**src/rtl/ps2_key_decoder.sv**
```systemverilog
// ps2_key_decoder
//   Receives PS/2 keyboard frames, decodes scan-code set 2 make codes into
//   ASCII and queues one ASCII code per keystroke in a first-word-fall-through
//   FIFO for the game's character-hit logic.
//
//   Optional feature macro: PS2_SHIFT_UPPER_EN
//     defined   : shift turns letters into uppercase and digits into their
//                 US-layout shifted symbols; shift_held reports the flag.
//     undefined : shift is tracked internally but never alters the mapping;
//                 shift_held is tied to 0.
//
// Ports
//   clk        in   system clock (CLOCK_50)
//   rst_n      in   asynchronous active-low reset
//   ps2_clk    in   raw PS/2 clock line (asynchronous)
//   ps2_dat    in   raw PS/2 data line (asynchronous)
//   rd_en      in   pop the head entry; ignored when FIFO empty
//   ascii      out  FIFO head, 8'h00 when empty
//   valid      out  FIFO non-empty
//   overflow   out  sticky: a decoded key was dropped because FIFO was full
//   parity_err out  one-cycle pulse per frame rejected by parity or stop bit
//   shift_held out  a shift key is currently held down
module ps2_key_decoder #(
  parameter int TIMEOUT_CYCLES = 50000,
  parameter int FIFO_DEPTH     = 8
) (
  input  logic       clk,
  input  logic       rst_n,
  input  logic       ps2_clk,
  input  logic       ps2_dat,
  input  logic       rd_en,
  output logic [7:0] ascii,
  output logic       valid,
  output logic       overflow,
  output logic       parity_err,
  output logic       shift_held
);

  localparam int AW = $clog2(FIFO_DEPTH);
  localparam int TW = $clog2(TIMEOUT_CYCLES + 1);

  typedef enum logic [1:0] {S_IDLE, S_DATA, S_PARITY, S_STOP} state_e;

  // Scan code -> {hit, ascii}; upper selects the shifted character set.
  function automatic logic [8:0] map_code(input logic [7:0] code, input logic upper);
    logic [7:0] a;
    logic       hit;
    hit = 1'b1;
    case (code)
      8'h1C: a = 8'h61; 8'h32: a = 8'h62; 8'h21: a = 8'h63; 8'h23: a = 8'h64;
      8'h24: a = 8'h65; 8'h2B: a = 8'h66; 8'h34: a = 8'h67; 8'h33: a = 8'h68;
      8'h43: a = 8'h69; 8'h3B: a = 8'h6A; 8'h42: a = 8'h6B; 8'h4B: a = 8'h6C;
      8'h3A: a = 8'h6D; 8'h31: a = 8'h6E; 8'h44: a = 8'h6F; 8'h4D: a = 8'h70;
      8'h15: a = 8'h71; 8'h2D: a = 8'h72; 8'h1B: a = 8'h73; 8'h2C: a = 8'h74;
      8'h3C: a = 8'h75; 8'h2A: a = 8'h76; 8'h1D: a = 8'h77; 8'h22: a = 8'h78;
      8'h35: a = 8'h79; 8'h1A: a = 8'h7A;
      8'h45: a = 8'h30; 8'h16: a = 8'h31; 8'h1E: a = 8'h32; 8'h26: a = 8'h33;
      8'h25: a = 8'h34; 8'h2E: a = 8'h35; 8'h36: a = 8'h36; 8'h3D: a = 8'h37;
      8'h3E: a = 8'h38; 8'h46: a = 8'h39;
      8'h29: a = 8'h20;
      default: begin hit = 1'b0; a = 8'h00; end
    endcase
    if (upper && (a >= 8'h61) && (a <= 8'h7A)) begin
      a = a - 8'h20;
    end else if (upper && (a >= 8'h30) && (a <= 8'h39)) begin
      case (a)
        8'h30: a = 8'h29; 8'h31: a = 8'h21; 8'h32: a = 8'h40; 8'h33: a = 8'h23;
        8'h34: a = 8'h24; 8'h35: a = 8'h25; 8'h36: a = 8'h5E; 8'h37: a = 8'h26;
        8'h38: a = 8'h2A; 8'h39: a = 8'h28;
        default: a = a;
      endcase
    end else begin
      a = a;
    end
    return {hit, a};
  endfunction

  // ---------------- state ----------------
  logic [2:0]    clk_sync_q, clk_sync_d;
  logic [1:0]    dat_sync_q, dat_sync_d;
  state_e        state_q, state_d;
  logic [2:0]    bit_cnt_q, bit_cnt_d;
  logic [7:0]    sr_q, sr_d;
  logic          par_q, par_d;
  logic [TW-1:0] tmo_q, tmo_d;
  logic          strobe_q, strobe_d;
  logic [7:0]    code_q, code_d;
  logic          perr_q, perr_d;
  logic          ext_q, ext_d, brk_q, brk_d, shift_q, shift_d;
  logic [7:0]    held_q, held_d;
  logic          push_q, push_d;
  logic [7:0]    push_data_q, push_data_d;
  logic [AW:0]   wr_ptr_q, wr_ptr_d, rd_ptr_q, rd_ptr_d;
  logic [7:0]    mem_q [FIFO_DEPTH];
  logic [7:0]    mem_d [FIFO_DEPTH];
  logic          ovf_q, ovf_d;

  logic          fall_s, bit_s, empty_s, full_s, pop_s, wr_s, upper_s;
  logic [8:0]    map_s;

`ifdef PS2_SHIFT_UPPER_EN
  assign upper_s    = shift_q;
  assign shift_held = shift_q;
`else
  assign upper_s    = 1'b0;
  assign shift_held = 1'b0;
`endif

  // Synchroniser, frame FSM and timeout next-state.
  always_comb begin
    clk_sync_d = {clk_sync_q[1:0], ps2_clk};
    dat_sync_d = {dat_sync_q[0], ps2_dat};
    fall_s     = clk_sync_q[2] & ~clk_sync_q[1];
    bit_s      = dat_sync_q[1];
    state_d    = state_q;
    bit_cnt_d  = bit_cnt_q;
    sr_d       = sr_q;
    par_d      = par_q;
    tmo_d      = tmo_q;
    strobe_d   = 1'b0;
    code_d     = code_q;
    perr_d     = 1'b0;
    if (fall_s) begin
      tmo_d = {TW{1'b0}};
      case (state_q)
        S_IDLE: begin
          if (!bit_s) begin
            state_d   = S_DATA;
            bit_cnt_d = 3'd0;
          end else begin
            state_d = S_IDLE;
          end
        end
        S_DATA: begin
          sr_d = {bit_s, sr_q[7:1]};
          if (bit_cnt_q == 3'd7) begin
            state_d = S_PARITY;
          end else begin
            bit_cnt_d = bit_cnt_q + 3'd1;
          end
        end
        S_PARITY: begin
          par_d   = bit_s;
          state_d = S_STOP;
        end
        S_STOP: begin
          // Odd parity: the 8 data bits plus parity bit must hold an odd count of ones.
          if (bit_s && (^{par_q, sr_q})) begin
            strobe_d = 1'b1;
            code_d   = sr_q;
          end else begin
            perr_d = 1'b1;
          end
          state_d = S_IDLE;
        end
        default: state_d = S_IDLE;
      endcase
    end else if (state_q != S_IDLE) begin
      if (tmo_q == TW'(TIMEOUT_CYCLES - 1)) begin
        state_d = S_IDLE;
        tmo_d   = {TW{1'b0}};
      end else begin
        tmo_d = tmo_q + TW'(1);
      end
    end else begin
      tmo_d = {TW{1'b0}};
    end
  end

  // Scan-code decoder: prefix tracking, held-key repeat suppression, push request.
  always_comb begin
    ext_d       = ext_q;
    brk_d       = brk_q;
    held_d      = held_q;
    shift_d     = shift_q;
    push_d      = 1'b0;
    push_data_d = push_data_q;
    map_s       = map_code(code_q, upper_s);
    if (strobe_q) begin
      if (code_q == 8'hE0) begin
        ext_d = 1'b1;
      end else if (code_q == 8'hF0) begin
        brk_d = 1'b1;
      end else begin
        ext_d = 1'b0;
        brk_d = 1'b0;
        if (ext_q) begin
          held_d = held_q;
        end else if (brk_q) begin
          if (code_q == held_q) begin
            held_d = 8'h00;
          end else begin
            held_d = held_q;
          end
          if ((code_q == 8'h12) || (code_q == 8'h59)) begin
            shift_d = 1'b0;
          end else begin
            shift_d = shift_q;
          end
        end else if ((code_q == 8'h12) || (code_q == 8'h59)) begin
          shift_d = 1'b1;
        end else if (map_s[8]) begin
          // Same code as the held key is typematic repeat: suppressed.
          if (code_q != held_q) begin
            held_d      = code_q;
            push_d      = 1'b1;
            push_data_d = map_s[7:0];
          end else begin
            held_d = held_q;
          end
        end else begin
          held_d = code_q;
        end
      end
    end else begin
      push_d = 1'b0;
    end
  end

  // FIFO pointers, storage and sticky overflow; a pop frees room for a same-cycle push.
  always_comb begin
    empty_s  = (wr_ptr_q == rd_ptr_q);
    full_s   = (wr_ptr_q[AW] != rd_ptr_q[AW]) && (wr_ptr_q[AW-1:0] == rd_ptr_q[AW-1:0]);
    pop_s    = rd_en & ~empty_s;
    wr_s     = push_q & (~full_s | pop_s);
    mem_d    = mem_q;
    wr_ptr_d = wr_ptr_q;
    rd_ptr_d = rd_ptr_q;
    ovf_d    = ovf_q | (push_q & full_s & ~pop_s);
    if (wr_s) begin
      mem_d[wr_ptr_q[AW-1:0]] = push_data_q;
      wr_ptr_d                = wr_ptr_q + (AW + 1)'(1);
    end else begin
      wr_ptr_d = wr_ptr_q;
    end
    if (pop_s) begin
      rd_ptr_d = rd_ptr_q + (AW + 1)'(1);
    end else begin
      rd_ptr_d = rd_ptr_q;
    end
  end

  // State registers; synchroniser resets to the idle-high line level.
  always_ff @(posedge clk or negedge rst_n) begin
    if (!rst_n) begin
      clk_sync_q  <= 3'b111;
      dat_sync_q  <= 2'b11;
      state_q     <= S_IDLE;
      bit_cnt_q   <= 3'd0;
      sr_q        <= 8'h00;
      par_q       <= 1'b0;
      tmo_q       <= {TW{1'b0}};
      strobe_q    <= 1'b0;
      code_q      <= 8'h00;
      perr_q      <= 1'b0;
      ext_q       <= 1'b0;
      brk_q       <= 1'b0;
      held_q      <= 8'h00;
      shift_q     <= 1'b0;
      push_q      <= 1'b0;
      push_data_q <= 8'h00;
      wr_ptr_q    <= {(AW + 1){1'b0}};
      rd_ptr_q    <= {(AW + 1){1'b0}};
      ovf_q       <= 1'b0;
      for (int i = 0; i < FIFO_DEPTH; i++) mem_q[i] <= 8'h00;
    end else begin
      clk_sync_q  <= clk_sync_d;
      dat_sync_q  <= dat_sync_d;
      state_q     <= state_d;
      bit_cnt_q   <= bit_cnt_d;
      sr_q        <= sr_d;
      par_q       <= par_d;
      tmo_q       <= tmo_d;
      strobe_q    <= strobe_d;
      code_q      <= code_d;
      perr_q      <= perr_d;
      ext_q       <= ext_d;
      brk_q       <= brk_d;
      held_q      <= held_d;
      shift_q     <= shift_d;
      push_q      <= push_d;
      push_data_q <= push_data_d;
      wr_ptr_q    <= wr_ptr_d;
      rd_ptr_q    <= rd_ptr_d;
      ovf_q       <= ovf_d;
      mem_q       <= mem_d;
    end
  end

  assign valid      = ~empty_s;
  assign ascii      = empty_s ? 8'h00 : mem_q[rd_ptr_q[AW-1:0]];
  assign overflow   = ovf_q;
  assign parity_err = perr_q;

endmodule

```
**config.mk**
```make
export PLATFORM = sky130hd
export DESIGN_NAME = ps2_key_decoder
export DESIGN_NICKNAME = d
export VERILOG_FILES = /design/src/rtl/ps2_key_decoder.sv
export SDC_FILE = /design/constraint.sdc
export NUM_CORES = 1
export LEC_CHECK = 0
export CORE_MARGIN = 5
export CORE_UTILIZATION = 60
export DETAILED_ROUTE_END_ITERATION = 8
export GPL_ROUTABILITY_DRIVEN = 0
export PLACE_DENSITY = 0.9
export SLEW_MARGIN = 15
export SYNTH_ARGS = -nofsm -noshare
export SYNTH_HDL_FRONTEND = slang
export SYNTH_SLANG_ARGS = --single-unit
```
**constraint.sdc**
```tcl
create_clock -name clk -period 4.17 [get_ports clk]
set_input_delay 0.834 -clock clk [delete_from_list [all_inputs] [get_ports clk]]
set_output_delay 0.834 -clock clk [all_outputs]
set_load 0.005 [all_outputs]
```
# After elaboration in Yosys (flattened, before gate mapping)
# Cells that the tools add are included.
# W data, S select, Z words.
[totals] ff_bits=137 elab_cells=172
[op_classes] addsub=4 n_lt_le_gt_ge=3 n_eq_ne=58 muxes=43 bitwise_logic=18 reduce_logical=20
[ops] operator="$pmux W7 S37" n=1
[ops] operator="$eq A8 B6 Y1 const B" n=23
[ops] operator="$mux W8" n=9
[ops] operator="$bwmux W64" n=1
[ops] operator="$eq A8 B5 Y1 const B" n=8
[ops] operator="$eq A8 B7 Y1 const B" n=8
[ops] operator="$mux W16" n=3
[ops] operator="$reduce_or A37 Y1" n=1
[ops] operator="$bmux W8 S3" n=1
[ops] operator="$demux W8 S3" n=1
[ops] operator="$mux W1" n=19
[ops] operator="$add A16 B1 Y16 const B" n=1
[ops] operator="$eq A16 B16 Y1 const B" n=1
[ops] operator="$eq A8 B8 Y1 const B" n=2
[ops] operator="$not A1 Y1" n=9
[ops] operator="$reduce_xor A9 Y1" n=1
[ops] operator="$add A4 B1 Y4 const B" n=2
[ops] operator="$eq A8 B8 Y1" n=1
[ops] operator="$ge A4 B4 Y1 const B" n=2
[ops] operator="$mux W2" n=4
[ops] operator="$ne A2 B2 Y1 const B" n=4
[ops] operator="$ne A8 B8 Y1" n=1
[ops] operator="$not A3 Y4" n=2
[ops] operator="$pmux W2 S4" n=1
[ops] operator="other kinds (24)" n=40

# Depth between registers and ports, before layout
# Gate-level depths: netlist of run 1.
[logic_depth] depth_word=10 mapped_depth=9 ltp_nobuf=7

# Worst setup path after synthesis of run 1
# No wires, ideal clock.
[synth_timing] kind="reg-to-output" start="register rd_ptr_q[0]" end="output ascii[6]" arrival_time_ns=1.818 path_slack_ns=1.518 stages_incl_launch_ff=6 n_path_buf=2 cell_sequence="dfrtp_1 -> buf_2 -> buf_1 -> mux4_2 -> mux2i_1 -> nor2_1"
[synth_via] elab_chain_len=5 word_cells_on_any_way=6 cone_classes="eq/ne (1); mux (4); bitwise (1)"
[synth_rtl] item="start: declaration" line_no="93" rtl="logic [AW:0] wr_ptr_q, wr_ptr_d, rd_ptr_q, rd_ptr_d;"
[synth_rtl] item="start signal: assignment" line_no="263" rtl="rd_ptr_q <= {(AW + 1){1'b0}};"
[synth_rtl] item="start signal: assignment" line_no="284" rtl="rd_ptr_q <= rd_ptr_d;"
[synth_rtl] item="$not A3 Y4 (not written as such)" line_no="291" rtl="assign ascii = empty_s ? 8'h00 : mem_q[rd_ptr_q[AW-1:0]];"
[synth_rtl] item="$bmux W8 S3" line_no="291"
[synth_rtl] item="$mux W8 (not written as such) (2 in series)" line_no="291"
[synth_rtl] item="$mux W8 *" line_no="291"
[synth_rtl] item="end: declaration" line_no="32" rtl="output logic [7:0] ascii,"
# Mark *: on every way between the ends. The rest lies on a longest branch, timed or not. The select of a mux whose other input is x is not followed.

# Final worst setup path of run 1
# Ends and elaborated chain as after synthesis.

==> results.py, run 1 <==
metrics = {
    "sta": {
        "drv_slew": 0,
        "slew_headroom_pct": 26.1,
        "finalClockSkew_ps": 8.70,
        "max_freq_ghz": 0.280,
        "hold_viol": 0,
        "rsz0062_at_grt": "no",
        "min_period_ps": 3570,
        "period_share_pct": 85.5,
        "worst_slew_pin_slew_ps": 1110,
        "setup_viol": 0,
        "tns_ps": 0,
    },
    "drt": {
        "wl_per_cell_um": 19.7,
        "routed_via_density": 6.40,
        "drc": 0,
        "drt-total-wl_um": 15100,
        "drtIter0Drc": 470,
        "first_pass_iters": 5,
        "ant_nets": 0,
        "vias": 4894,
    },
    "pwr": {
        "power-per-cell-area_nw_per_um2": 552,
        "p_leak_nw": 3.43,
        "ir_drop_mv": 0.476,
    },
    "yosys": {
        "yosysWarnings": 0,
        "netlist_top_cells_area": "dfrtp_1, mux2_2, mux4_2",
        "netlist_instances": 611,
        "synth.top_cell.area_share_pct": 43.7,
        "yosysTopAreaCell": "dfrtp_1",
        "synth_seq_cells": 128,
        "async_flop_share_pct": 100,
        "yosysUniqueCellTypes": 84,
        "synth-main-ff-cell": "dfrtp_1",
        "yosysSeqAreaShare_pct": 45.5,
        "synth-edff-count": 0,
        "avgSynthCellArea_sq_um": 11.5,
        "syn_area_sq_um": 7050,
    },
    "floorplan": {
        "dieArea_sq_um": 14000,
        "die_h_um": 118,
        "initial_core_util_pct": 61.5,
        "coreArea_sq_um": 11500,
        "ios": 17,
        "rows": 39,
        "die_x_um": 118,
    },
    "grt": {
        "antenna_found_initial": 0,
        "grt_pass1_vias": 5218,
        "grt_usage_pct": 22.6,
        "grt_overflow": 0,
        "grt_max_degree": 74,
        "grt_pass1_wl_um": 25900,
    },
    "clock_network": {
        "cts.sinks": 128,
        "clkTransAtPathRegs_ps": 60,
        "cts_resized": 0,
        "cts_tree": "yes",
        "cts_buffer_depth": 2,
        "cts_hold_buf": 0,
        "insertion_delay_ps": 430,
        "post-cts-setup-buffers": 0,
        "root_buffer": "clkbuf_16",
        "htreeDepth": 4,
        "cts_buffers": 17,
    },
    "final_layout": {
        "n_antenna_cell": 0,
        "fin_nets": 623,
        "syn2layout_area_growth_pct": 10.2,
        "design_area_sq_um": 7770,
        "drive_gt1_share_pct": 23.5,
        "seqCellArea_sq_um": 3210,
        "multi_input_area_sq_um": 3570,
        "fillers": 815,
    },
    "setup_path": {
        "arrival_ps": 2730,
        "startpoint_type": "flop",
        "crit_path_end_kind": "output pin",
        "crit_fanout": 13,
        "worst_ep_required_time_ps": 3340,
        "timing_worst_setup_path_type": "flop to output pin",
    },
    "run": {
        "drv_cap": 0,
    },
    "place": {
        "numPortBuffers": 14,
        "dpl.hpwl_um": 9880,
        "placed_area_sq_um": 7180,
    },
    "min_path": {
        "hp-class": "flop to flop",
    },
    "status": {
        "status": "finished clean",
    },
}
[Yosys cell counts, types with 6 or more instances]
library cell,count
a221o_1,14
mux2i_1,8
o21ai_0,18
inv_1,14
buf_2,15
mux2_2,69
nor3b_1,12
o211ai_1,7
nand2b_1,7
nor2b_1,11
nor2_1,48
dfrtp_1,123
xor2_1,15
nor3_1,6
buf_4,6
clkbuf_1,11
ha_1,9
mux4_2,14
a21oi_1,10
nand3_1,18
xnor2_1,27
nand2_1,35
[per-layer routing]
metal	vias up	part of all wire [%]	wire length, um	GRT usage (%)
met5	-	0	0	0
met4	0	3.1	475	10.8
met3	49	5.4	815	6.02
met2	156	49	7420	35.8
met1	2456	42	6400	29.0
li1	2233	-	-	-
[report_power, final]
part	leakage [nW]	internal, mW	switching [mW]
clock network	0.279	0.888	0.583
registers	1.74	1.38	0.377
logic	1.41	0.533	0.531
total	3.43	2.80	1.49
[final timing paths]
path / cells after the start / start / end / slack, ps
worst max-delay path: 5 / rd_ptr_q[0]$_DFFE_PN0P_ / ascii[6] / 600
worst min-delay path: 0 / dat_sync_q[0]$_DFF_PN1_ / dat_sync_q[1]$_DFF_PN1_ / 350
worst max register to register: 6 / code_q[1]$_DFFE_PN0P_ / held_q[0]$_DFFE_PN0P_ / 950
worst min register to register: 0 / dat_sync_q[0]$_DFF_PN1_ / dat_sync_q[1]$_DFF_PN1_ / 350
max in group asynchronous: 2 / rst_n / mem_q[49]$_DFFE_PN0P_ / 2890
min in group asynchronous: 1 / rst_n / tmo_q[1]$_DFF_PN0_ / 450
[flip-flops by register name (all words and copies together), names as in the netlist, 3 cells and up]
signal       flops
clk_sync_q       3
tmo_q           16
bit_cnt_q        3
wr_ptr_q         4
held_q           8
mem_q           56
rd_ptr_q         4
code_q           8
push_data_q      7
sr_q             8
[cell usage in the layout (no fill, tap or decap), types with 3 or more instances in the layout]
cell type	Yosys	final
a21o_1	4	4
a21oi_1	10	10
a221o_1	14	14
a22oi_1	5	5
a31oi_1	5	5
and3_1	5	5
clkbuf_16	0	17
clkdlybuf4s50_1	0	13
clkinv_4	0	3
clkinvlp_4	0	3
dfrtp_1	123	123
dfstp_2	5	5
ha_1	9	9
inv_1	14	14
inv_6	0	3
mux2_2	69	69
mux2i_1	8	8
mux4_2	14	14
nand2_1	35	35
nand2b_1	7	7
nand3_1	18	18
nand3b_1	3	3
nand4_1	4	4
nand4b_1	5	5
nor2_1	48	48
nor2b_1	11	11
nor3_1	6	6
nor3b_1	12	12
nor4b_1	3	3
nor4bb_1	3	3
o211ai_1	7	7
o21ai_0	18	18
o32a_1	3	3
or2_2	5	5
xnor2_1	27	27
xor2_1	15	15
[cell families (layout without fill, tap and decap cells)]
family	Yosys count	in the layout	share of synthesized area, %
compound gates	94	94	10.9
xor+xnor	43	43	5.54
fa+ha+maj	9	9	1.60
buf+inv	54	64	3.89
flops	128	128	45.5
mux	92	92	16.8
other cells	1	2	0.0532
simple gates	190	190	15.7
[layout make-up]
cell class,instances,area share (%)
clock inverter,14,2.01
clock buffer,18,5.52
timing repair buffer,16,2.13
inverter,16,0.773
tap,143,2.30
sequential,128,41.3
multi-input combinational,430,46.0
[metrics by stage]
step	cells	power, mW	worst slack, ps	hold slack (ps)	utilization (%)
finish	765	4.29	603	354	67.8
global route	765	4.50	380	357	67.8
CTS	765	4.30	557	355	67.8
detailed placement	733	2.81	1020	349	62.7
global placement	733	2.74	1100	346	62.7
floorplan	612	2.60	1520	345	-
[worst max-delay path, stage by stage (launching register included)]
cell and delay [ps]:
dfrtp_1 790, buf_4 300, mux4_2 520, mux2i_1 170
nor2_1 70, clkdlybuf4s50_1 470
Note: power is estimated with default switching activity, not from simulation.
==> run 2, diff against run 1 <==
--- a/config.mk
+++ b/config.mk
@@ -6,10 +6,10 @@
 export NUM_CORES = 1
 export LEC_CHECK = 0
 export CORE_MARGIN = 5
-export CORE_UTILIZATION = 60
+export CORE_UTILIZATION = 65
 export DETAILED_ROUTE_END_ITERATION = 8
 export GPL_ROUTABILITY_DRIVEN = 0
-export PLACE_DENSITY = 0.9
+export PLACE_DENSITY = 0.95
 export SLEW_MARGIN = 15
 export SYNTH_ARGS = -nofsm -noshare
 export SYNTH_HDL_FRONTEND = slang
==> run 2 against run 1 <==
Combinational power increased by 4%. Sequential share of layout area is 0.17 points higher. Non-clock buffer count increased by 1. Die area down 7.1%. Design area shrank 0.40%. Highest routed layer unchanged. Final cell count down 0.65%. Setup slack worse by 81 ps. Fmax is 2.2% lower. Core utilization up 4.3 points. Sequential cell count unchanged. Hold slack better by 3.6 ps.
==> results.py, run 2 (synthesis results as in run 1) <==
metrics = {
    "sta": {
        "whs_ps": 358,
        "tns_ps": 0,
        "worst_slew_pin_slew_ps": 1070,
        "drv_slew": 0,
        "rsz0062_at_grt": "no",
        "max_freq_ghz": 0.274,
        "finalClockSkew_ps": 7.81,
        "min_period_ps": 3650,
        "period_share_pct": 87.5,
        "slew_headroom_pct": 28.8,
        "setup_viol": 0,
        "hold_viol": 0,
    },
    "final_layout": {
        "drive_gt1_share_pct": 22.9,
        "seqCellArea_sq_um": 3210,
        "largest_register_ffs": 56,
        "multi_input_area_sq_um": 3570,
        "mostFrequentLayoutCells": "dfrtp_1, mux2_2, nor2_1",
        "largestRegisters": "mem_q (56), tmo_q (16)",
        "n_antenna_cell": 0,
        "syn2layout_area_growth_pct": 9.76,
        "regMostFlops": "mem_q",
        "mostFrequentLayoutCell": "dfrtp_1",
        "fillers": 710,
        "fin_nets": 624,
    },
    "floorplan": {
        "rows": 38,
        "die_x_um": 114,
        "dieArea_sq_um": 13000,
        "die_h_um": 114,
        "initial_core_util_pct": 65.6,
        "coreArea_sq_um": 10700,
        "ios": 17,
    },
    "drt": {
        "routed_via_density": 6.57,
        "first_pass_iters": 5,
        "vias": 4990,
        "drt-total-wl_um": 15300,
        "ant_nets": 0,
        "drtIter0Drc": 490,
        "drc": 0,
        "wl_per_cell_um": 20.2,
    },
    "pwr": {
        "p_leak_nw": 3.43,
        "power-per-cell-area_nw_per_um2": 546,
        "power_mw": 4.22,
        "ir_drop_mv": 0.436,
    },
    "setup_path": {
        "crit_path_end_kind": "output pin",
        "crit_fanout": 18,
        "crit_family": "flip-flops",
        "cpPeakStageDelay_ps": 880,
        "worst_ep_required_time_ps": 3340,
        "crit_buf_inv": 1,
        "arrival_ps": 2810,
        "startpoint_type": "flop",
        "timing_worst_setup_path_type": "flop to output pin",
        "path_cells": "xnor2_1, nand3_1, nor2b_1, nor2_1, clkdlybuf4s50_1",
        "cp_slowest_cell": "dfrtp_1",
    },
    "clock_network": {
        "insertion_delay_ps": 530,
        "cts.sinks": 128,
        "cts_buffer_depth": 2,
        "cts_resized": 0,
        "cts_buffers": 17,
        "htreeDepth": 4,
        "root_buffer": "clkbuf_8",
        "post-cts-setup-buffers": 0,
        "cts_tree": "yes",
        "clkTransAtPathRegs_ps": 60,
        "cts_hold_buf": 0,
    },
    "grt": {
        "grt_max_degree": 83,
        "grt_usage_pct": 25.3,
        "grt_pass1_wl_um": 25900,
        "antenna_found_initial": 0,
        "grt_overflow": 0,
        "grt_pass1_vias": 5132,
    },
    "place": {
        "dpl.hpwl_um": 10000,
        "numPortBuffers": 14,
    },
    "status": {
        "status": "finished clean",
    },
    "run": {
        "drv_cap": 0,
    },
    "min_path": {
        "hp-class": "flop to flop",
    },
}
run 2: worst register-to-register path, delay by kind of cell, from the launching register on:
kind / cells / cell delay [ps]
mux: 1 / 350
flops: 1 / 1040
compound gates: 2 / 820
simple gates: 3 / 840
run 2: path summary, 6_finish.rpt:
kind,start,end,slack [ps],cells after the start
hold reg to reg,clk_sync_q[0]$_DFF_PN1_,clk_sync_q[1]$_DFF_PN1_,360,0
setup reg to reg,code_q[1]$_DFFE_PN0P_,push_data_q[0]$_DFFE_PN0P_,1000,6
hold / removal,clk_sync_q[0]$_DFF_PN1_,clk_sync_q[1]$_DFF_PN1_,360,0
min in group asynchronous,rst_n,wr_ptr_q[2]$_DFFE_PN0P_,480,1
max in group asynchronous,rst_n,clk_sync_q[0]$_DFF_PN1_,2830,2
setup / recovery,rd_ptr_q[1]$_DFFE_PN0P_,ascii[4],520,5
run 2: routing by layer:
layer  vias up  track usage (%)  wire length [um]
met3        24             7.51               988
met5         -                0                 0
met1      2526             32.4              6320
met4         0             9.66               264
met2       208             40.9              7750
li1       2232                -                 -
run 2: layout make-up:
| type | instances | area share [%] |
|---|---|---|
| sequential | 128 | 41.5 |
| clock inverter | 6 | 1.08 |
| clock buffer | 23 | 6.03 |
| tap | 140 | 2.26 |
| inverter | 16 | 0.776 |
| timing repair buffer | 17 | 2.23 |
| multi-input combinational | 430 | 46.1 |
run 2: where the power goes:
| part | leakage (nW) | internal [mW] | switching [mW] | total, mW |
|---|---|---|---|---|
| registers | 1.74 | 1.38 | 0.350 | 1.73 |
| clock network | 0.274 | 0.885 | 0.510 | 1.40 |
| logic | 1.41 | 0.533 | 0.567 | 1.10 |
| total | 3.43 | 2.79 | 1.43 | 4.22 |
run 2: per-stage QoR:
stage                     setup slack [ps]  instance area (sq um)  utilization [%]  cells
after floorplan                       1520                   7050                -    612
after global placement                1150                   7190             66.9    731
after detailed placement              1060                   7190             66.9    731
after CTS                              516                   7740             72.0    760
after global routing                   316                   7740             72.0    760
final                                  522                   7740             72.0    760
